==> config.mk <==
export PLATFORM = sky130hd
export DESIGN_NAME = pipeline_hazard_sequencer
export DESIGN_NICKNAME = d
export VERILOG_FILES = /design/src/rtl/pipeline_hazard_sequencer.sv
export SDC_FILE = /design/constraint.sdc
export NUM_CORES = 1
export LEC_CHECK = 0
export BUFFER_PORTS_ARGS = -buffer_cell sky130_fd_sc_hd__buf_2
export CELL_PAD_IN_SITES_DETAIL_PLACEMENT = 1
export CELL_PAD_IN_SITES_GLOBAL_PLACEMENT = 1
export CORE_AREA = 5 5 126 92
export CTS_BUF_LIST = sky130_fd_sc_hd__clkbuf_8
export DETAILED_ROUTE_END_ITERATION = 16
export DIE_AREA = 0 0 131 97
export PLACE_DENSITY_LB_ADDON = 0.1
export SYNTH_ARGS = -nofsm -noshare
export SYNTH_HDL_FRONTEND = slang
export SYNTH_SLANG_ARGS = --single-unit
==> constraint.sdc <==
create_clock -name clk -period 2.5 [get_ports clk]
set_input_delay 0.25 -clock clk [delete_from_list [all_inputs] [get_ports clk]]
set_output_delay 0.25 -clock clk [all_outputs]
set_load 0.005 [all_outputs]
==> src/rtl/pipeline_hazard_sequencer.sv <==
// rtl/pipeline_hazard_sequencer.sv - stall/flush sequencer for the 5-stage pipeline
// Combinational stage enables/flushes from redirect, load-use and memory-wait hazards.
module pipeline_hazard_sequencer #(
  parameter int REDIRECT_BUBBLES = 1,
  parameter int MEM_TIMEOUT      = 64,
  parameter int CNT_W            = 32
) (
  input  logic             clk,
  input  logic             rst,
  input  logic [1:0]       pc_selection,
  input  logic [4:0]       id_rs1,
  input  logic [4:0]       id_rs2,
  input  logic             id_uses_rs1,
  input  logic             id_uses_rs2,
  input  logic             ex_mem_read,
  input  logic [4:0]       ex_rd,
  input  logic             dmem_req,
  input  logic             dmem_done,
  output logic             pc_write_en,
  output logic             if_id_write_en,
  output logic             id_ex_write_en,
  output logic             ex_mem_write_en,
  output logic             mem_wb_write_en,
  output logic             if_id_flush,
  output logic             id_ex_flush,
  output logic             mem_timeout,
  output logic [CNT_W-1:0] stall_cycles,
  output logic [CNT_W-1:0] flush_events
);

  typedef enum logic [1:0] {RUN, FLUSH, MEM_WAIT} state_t;

  localparam int                WAIT_W   = $clog2(MEM_TIMEOUT + 1);
  localparam logic [WAIT_W-1:0] WAIT_MAX = WAIT_W'(MEM_TIMEOUT);
  localparam logic [3:0]        BUB_LOAD = 4'(REDIRECT_BUBBLES);
  localparam logic [CNT_W-1:0]  CNT_MAX  = {CNT_W{1'b1}};

  state_t            state_q, state_d, ret_state_q, ret_state_d, eff_state;
  logic [3:0]        bub_cnt_q, bub_cnt_d;
  logic [WAIT_W-1:0] wait_cnt_q, wait_cnt_d;
  logic              mem_timeout_q, mem_timeout_d;
  logic [CNT_W-1:0]  stall_cycles_q, stall_cycles_d;
  logic [CNT_W-1:0]  flush_events_q, flush_events_d;

  logic mem_stall, redirect, load_use;

  assign mem_stall = dmem_req & ~dmem_done;
  assign redirect  = (pc_selection != 2'b00);
  assign load_use  = ex_mem_read & (ex_rd != 5'd0) &
                     ((id_uses_rs1 & (id_rs1 == ex_rd)) | (id_uses_rs2 & (id_rs2 == ex_rd)));

  // Leaving MEM_WAIT resolves to the saved state in the same cycle, so no dead cycle.
  assign eff_state = (state_q == MEM_WAIT) ? ret_state_q : state_q;

  always_comb begin
    state_d         = state_q;
    ret_state_d     = ret_state_q;
    bub_cnt_d       = bub_cnt_q;
    wait_cnt_d      = wait_cnt_q;
    mem_timeout_d   = mem_timeout_q;
    stall_cycles_d  = stall_cycles_q;
    flush_events_d  = flush_events_q;
    pc_write_en     = 1'b1;
    if_id_write_en  = 1'b1;
    id_ex_write_en  = 1'b1;
    ex_mem_write_en = 1'b1;
    mem_wb_write_en = 1'b1;
    if_id_flush     = 1'b0;
    id_ex_flush     = 1'b0;

    if (mem_stall) begin
      pc_write_en     = 1'b0;
      if_id_write_en  = 1'b0;
      id_ex_write_en  = 1'b0;
      ex_mem_write_en = 1'b0;
      mem_wb_write_en = 1'b0;
      if (state_q != MEM_WAIT) begin
        ret_state_d = state_q;
        state_d     = MEM_WAIT;
      end
      if (wait_cnt_q != WAIT_MAX) wait_cnt_d = wait_cnt_q + 1'b1;
      if (wait_cnt_d == WAIT_MAX) mem_timeout_d = 1'b1;
      if (stall_cycles_q != CNT_MAX) stall_cycles_d = stall_cycles_q + 1'b1;
    end else begin
      wait_cnt_d = '0;
      state_d    = eff_state;
      if (redirect) begin
        if_id_flush = 1'b1;
        id_ex_flush = 1'b1;
        bub_cnt_d   = BUB_LOAD;
        state_d     = (BUB_LOAD != 4'd0) ? FLUSH : RUN;
        if (flush_events_q != CNT_MAX) flush_events_d = flush_events_q + 1'b1;
      end else if (eff_state == FLUSH) begin
        // ID holds a bubble here, so a load-use match cannot be real.
        if_id_flush = 1'b1;
        bub_cnt_d   = bub_cnt_q - 1'b1;
        if (bub_cnt_q == 4'd1) state_d = RUN;
      end else if (load_use) begin
        pc_write_en    = 1'b0;
        if_id_write_en = 1'b0;
        id_ex_flush    = 1'b1;
        if (stall_cycles_q != CNT_MAX) stall_cycles_d = stall_cycles_q + 1'b1;
      end
    end

    if (rst) begin
      pc_write_en     = 1'b0;
      if_id_write_en  = 1'b0;
      id_ex_write_en  = 1'b0;
      ex_mem_write_en = 1'b0;
      mem_wb_write_en = 1'b0;
      if_id_flush     = 1'b1;
      id_ex_flush     = 1'b1;
    end
  end

  always_ff @(posedge clk) begin
    if (rst) begin
      state_q        <= RUN;
      ret_state_q    <= RUN;
      bub_cnt_q      <= '0;
      wait_cnt_q     <= '0;
      mem_timeout_q  <= 1'b0;
      stall_cycles_q <= '0;
      flush_events_q <= '0;
    end else begin
      state_q        <= state_d;
      ret_state_q    <= ret_state_d;
      bub_cnt_q      <= bub_cnt_d;
      wait_cnt_q     <= wait_cnt_d;
      mem_timeout_q  <= mem_timeout_d;
      stall_cycles_q <= stall_cycles_d;
      flush_events_q <= flush_events_d;
    end
  end

  assign mem_timeout  = mem_timeout_q;
  assign stall_cycles = stall_cycles_q;
  assign flush_events = flush_events_q;

endmodule

* After elaboration in Yosys (flattened, before gate mapping)
Index checks and enable logic that the tools add are counted.
** Operators by class
- Equality and inequality tests :: 13
- Mux-type cells :: 31
- Bitwise logic cells :: 8
- Add/subtract/negate cells :: 4
- Reductions and logical operators :: 10
** Operators with widths (count)
- $mux W32 :: 5
- $add A32 B1 Y32 const B :: 2
- $ne A32 B32 Y1 const B :: 2
- $mux W1 :: 16
- $mux W7 :: 2
- $mux W2 :: 6
- $eq A5 B5 Y1 :: 2
- $mux W4 :: 2
- $add A7 B1 Y7 const B :: 1
- $eq A7 B7 Y1 const B :: 1
- $ne A7 B7 Y1 const B :: 1
- $ne A2 B2 Y1 const B :: 3
- $reduce_and A2 Y1 :: 3
- $reduce_and A3 Y1 :: 2
- $reduce_bool A2 Y1 :: 3
- $and A1 B1 Y1 :: 5
- $reduce_bool A5 Y1 :: 1
- $eq A4 B1 Y1 const B :: 1
- $sub A4 B1 Y4 const B :: 1
- $eq A2 B1 Y1 const B :: 1
- $eq A2 B2 Y1 const B :: 1
- $ne A2 B1 Y1 const B :: 1
- $not A1 Y1 :: 2
- $reduce_or A2 Y1 :: 1
- $or A1 B1 Y1 :: 1
** Word-level totals
- Word-level logic and storage cells :: 73
- Output and inout port bits :: 72
- Register bits after elaboration :: 80
- Input port bits :: 24

* Logic depth before layout (Yosys ltp)
- Depth after elaboration :: 9
- Mapped depth :: 9
- Mapped depth without buffers :: 7

* Worst setup path before layout
No wires, ideal clock.
- Path kind :: flip-flop to flip-flop
- Start point :: reg stall_cycles_q[0], in the netlist stall_cycles[0]
- End point :: reg stall_cycles_q[1], in the netlist stall_cycles[1]
- Cell stages (with the launch flop) :: 10
- Slack :: 405 ps
- Arrival time :: 1967 ps
- Clock period less this slack :: 2095 ps
- Cell sequence :: dfxtp_1 ha_1 nand4_1 nor3_1 nand3_1 nand3_4 buf_2 buf_2 mux2i_1 nor2_1
** On the way
- Word-level cells in the longest chain between the ends :: 6
- Elaborated cells between the ends (all ways) :: 7
- Those cells by class :: add/sub (1); eq/ne (1); mux (5)
** Ends and longest elaborated chain
- start, declared :: line 42 : logic [CNT_W-1:0] stall_cycles_q, stall_cycles_d;
- start signal, assigned :: line 132 : stall_cycles_q <= stall_cycles_d;
- $add A32 B1 Y32 or $ne A32 B32 Y1 (tied branches) :: line 83, 102
- $mux W32 (*) :: line 83, 102
- $mux W32 :: line 98 : end else if (load_use) begin
- $mux W32 :: line 93 : end else if (eff_state == FLUSH) begin
- $mux W32 :: line 87 : if (redirect) begin
- $mux W32 (*) :: line 71 : if (mem_stall) begin
Every way passes the cells marked *; elsewhere a longest branch is shown, timed or not. The select of a mux whose other input is x is not followed.
A chain may end at the register's enable or synchronous reset.

* Final worst setup path
- Start point :: reg flush_events_q[1], in the netlist flush_events[1]
- End point :: reg flush_events_q[3], in the netlist flush_events[3]
** On the way
- Word-level cells in the longest chain between the ends :: 2
- Elaborated cells between the ends (all ways) :: 3
- Those cells by class :: add/sub (1); eq/ne (1); reduce/logical (1)
** Ends and longest elaborated chain
- start, declared :: line 43 : logic [CNT_W-1:0] flush_events_q, flush_events_d;
- start signal, assigned :: line 133 : flush_events_q <= flush_events_d;
- branches (longest 2 deep; another with $add A32 B1 Y32)
Parallel ways; which one is timed is not known.

==> results.md <==
- Total number of vias: around 4000
- Design area: 4980 sq um
- Most frequent cells in the layout: buf_2, dfxtp_1, nor2_1, xnor2_1, nand2_1
- WL per Instance: 16.3 um
- Synth Area in Compound Gates: 0.111
- Share of cells above drive strength 1: 0.235
- Tmin final: between 2 and 2.5 ns
- Tcrit/Tclk final: 0.926
- Slew headroom: 0.637
- Row cnt: 31
- Post-CTS Setup Bufs: 0
- DP Area: 4760 sq um
- Clock sinks: 80
- Initial Utilization: 0.407
- Area Overhead vs Synth: 20.6%
- Seq/Total Area, Yosys: 0.388
- Net Sw Frac: 0.237
- Final setup violating endpoints: 0
- Die area: between 10000 and 15000 sq um
- Largest net degree at the start of global routing: 29
- Largest family of logic cells by synthesized area: simple AND/OR/NAND/NOR gates
- Starting DRC count in detailed routing: around 240
- Int Pwr: 1.90 mW
- CP Capture Type: flop
- Syn Inst Count: 500
- Vias in the first global route: roughly 4000
- WHS Endpoint: flush_events[13]$_SDFFE_PP0P_
- DRC errors left: 0
- CP Launch Type: flop
- Placed cells: ~720
- Later-pin clock latency in the skew report: around 0.35 ns
- Post-Syn Area: 4130 sq um
- Top cell type's share of synthesized area: 0.388
- P_leak: ~1.9 nW
- Worst flop-to-flop path startpoint: flush_events[1]$_SDFFE_PP0P_
- Leading cell type in the layout, fill and taps excluded: buf_2
- CP required: between 2 and 3 ns
- Syn_area_per_cell: around 8.3 sq um
- Maximum vdd ir drop: 0.244 mV
- CTS Buf Count: 9
- Pre-antenna DRT Iters: 4
- Pwr/cell area: between 400 and 500 nW/um^2
- I/O pin cnt: 96
- Yosys warnings: 0
- Post-DP HPWL: ~9.0 mm
- Mapped Nets: between 500 and 600
- WP data arrival: approximately 2.6 ns
- Post-layout util: 0.490
- Hold WC Path Type: in2reg
- Vias per cell: around 5.5
- F_max: around 0.43 GHz
- Clk root buf: clkbuf_8
- Status: completed
- Gr usage total: 0.186
- Largest area contributor in the netlist: dfxtp_1
- Worst Setup Path Type: reg2reg
- Worst Reg-to-Reg Cells: 7
- Area of the core: about 10000 sq um
- GPL Wtd Cong: approximately 0.85
- Clk buf depth: 2
- Clk pwr share: 0.402
- Adder-cell share of the synthesized area: 0.0182
- Port Buf Inserts: 95
- Simple-Gate Fraction of Synth Area: 0.311
- Post-Layout Cell Count: 733
- Mux cell area share after synthesis: 0.0185
- Slew @ Worst Pin: between 0.5 and 0.6 ns
- CP Max Fanout: 9
- Max-slew violation count: 0
- Seq pwr share: 0.525
- Post-route ant nets: 0
- Hold-fix buffers at CTS: 0
- Cell variety after synth: 55
- Clock Skew: ~0.0097 ns
- Hold Crit Depth: 2
- Final hold vios: 0
- Max Cap Viol: 0
- Antenna violations before repair: 0
- Min-delay src: rst
- Final wirelength: 11.9 mm
- Die X: 131 um
- Total power: 2.49 mW
- Height of the chip: approximately 97 um
- Critical R2R Capture: flush_events[3]$_SDFFE_PP0P_
- FF-to-FF setup slack: roughly 0.19 ns
- Clock transition at path regs: around 0.08 ns
- Layout net count: ~630
- Ranking of synthesized cells by area: dfxtp_1, xnor2_1, nor2_1
- Net switching power figure: 0.590 mW
- Antenna Diode Count: 0
- XOR/XNOR Fraction of Synth Area: 0.112
- Global-route wire length before repair: approximately 20 mm
- Grt ovf: 0
- Combinational share of power: 0.074
- CTS tree: yes
- Synth Register Bits: 80
- H-tree depth: 3
==> power groups by stage <==
stage               combinational [mW]  sequential [mW]  clock, mW
floorplan                        0.117             1.33          0
global placement                 0.178             1.33          0
detailed placement               0.184             1.34          0
CTS                              0.186             1.31       1.03
global route                     0.208             1.31       1.07
finish                           0.183             1.31       1.00
==> how the worst max path moves through the flow <==
| stage | endpoint | start |
|---|---|---|
| after detailed placement | stall_cycles[16]$_SDFFE_PP0P_ | stall_cycles[0]$_SDFFE_PP0P_ |
| after CTS | stall_cycles[18]$_SDFFE_PP0P_ | stall_cycles[0]$_SDFFE_PP0P_ |
| after global placement | flush_events[30]$_SDFFE_PP0P_ | flush_events[0]$_SDFFE_PP0P_ |
| after floorplan | stall_cycles[1]$_SDFFE_PP0P_ | stall_cycles[0]$_SDFFE_PP0P_ |
| final | flush_events[3]$_SDFFE_PP0P_ | flush_events[1]$_SDFFE_PP0P_ |
| after global routing | flush_events[3]$_SDFFE_PP0P_ | flush_events[1]$_SDFFE_PP0P_ |
==> worst max-delay path: stages (launching register included) <==
cell	delay [ns]
dfxtp_1	0.43
ha_1	0.25
nand4_1	0.20
or3_1	0.50
o31a_2	0.47
nand4_1	0.15
xor2_1	0.16
nor2_1	0.05
==> repair_timing <==
item | in CTS | in global routing
resized for setup | 0 | 4
endpoints found under the setup margin | 0 | 16
hold endpoints to repair | 0 | 0
==> cell usage after synthesis (all sizes together) <==
master,count
dfxtp,80
nor2,72
xnor2,32
nand2,31
a21oi,29
nand3,27
nand4,27
nor3,24
xor2,21
or3,19
inv,16
o21ai,16
clkbuf,13
or4,10
buf,9
nor4,8
o31ai,8
nor2b,7
and3,6
ha,6
mux2,5
and4,4
nand2b,3
a311oi,2
and2,2
mux2i,2
nand4b,2
o21a,2
or2,2
a2111oi,1
a211oi,1
a2bb2oi,1
a311o,1
a31oi,1
a41o,1
a41oi,1
o2111ai,1
o21ba,1
o221ai,1
o22ai,1
o31a,1
o32ai,1
o41ai,1
or4b,1
==> layout make-up <==
class / count / area, sq um
fillers: 1303 / 5180
multi-input cells: 382 / 2370
clock inverters: 3 / 40.0
well taps: 132 / 165
repair buffers: 108 / 573
flip-flops and latches: 80 / 1600
inverters: 16 / 60.1
clock buffers: 12 / 165
==> cells by family (layout without fill, tap and decap cells) <==
family | Yosys count | count (layout)
xor gates and xnor gates | 53 | 53
muxes | 7 | 7
buffers and inverters | 38 | 139
DFF | 80 | 80
adders and majority gates | 6 | 6
AOI/OAI and AO/OA | 71 | 71
and+or+nand+nor | 245 | 245
==> registers in the layout (all words and copies together), names as in the netlist <==
register and cells:
mem_timeout 1, wait_cnt_q 7, stall_cycles 32, bub_cnt_q 4, ret_state_q 2, state_q 2, flush_events 32
==> routing by layer <==
layer | global-route usage | part of all wire | vias to the layer above
li1 | - | - | 1971
met1 | 0.270 | 0.50 | 1973
met2 | 0.280 | 0.44 | 75
met3 | 0.0457 | 0.054 | 6
met4 | 0.0356 | 0.0058 | 0
met5 | 0 | 0 | -
==> through the flow <==
| step | hold slack, ns | setup TNS (ns) | setup slack, ns |
|---|---|---|---|
| after floorplan | 0.465 | 0 | 0.405 |
| after global placement | 0.469 | 0 | 0.176 |
| after detailed placement | 0.462 | 0 | 0.139 |
| after CTS | 0.349 | 0 | 0.0801 |
| after global routing | 0.366 | -0.00850 | -0.00850 |
| final | 0.352 | 0 | 0.185 |
(Power assumes the default switching activity.)
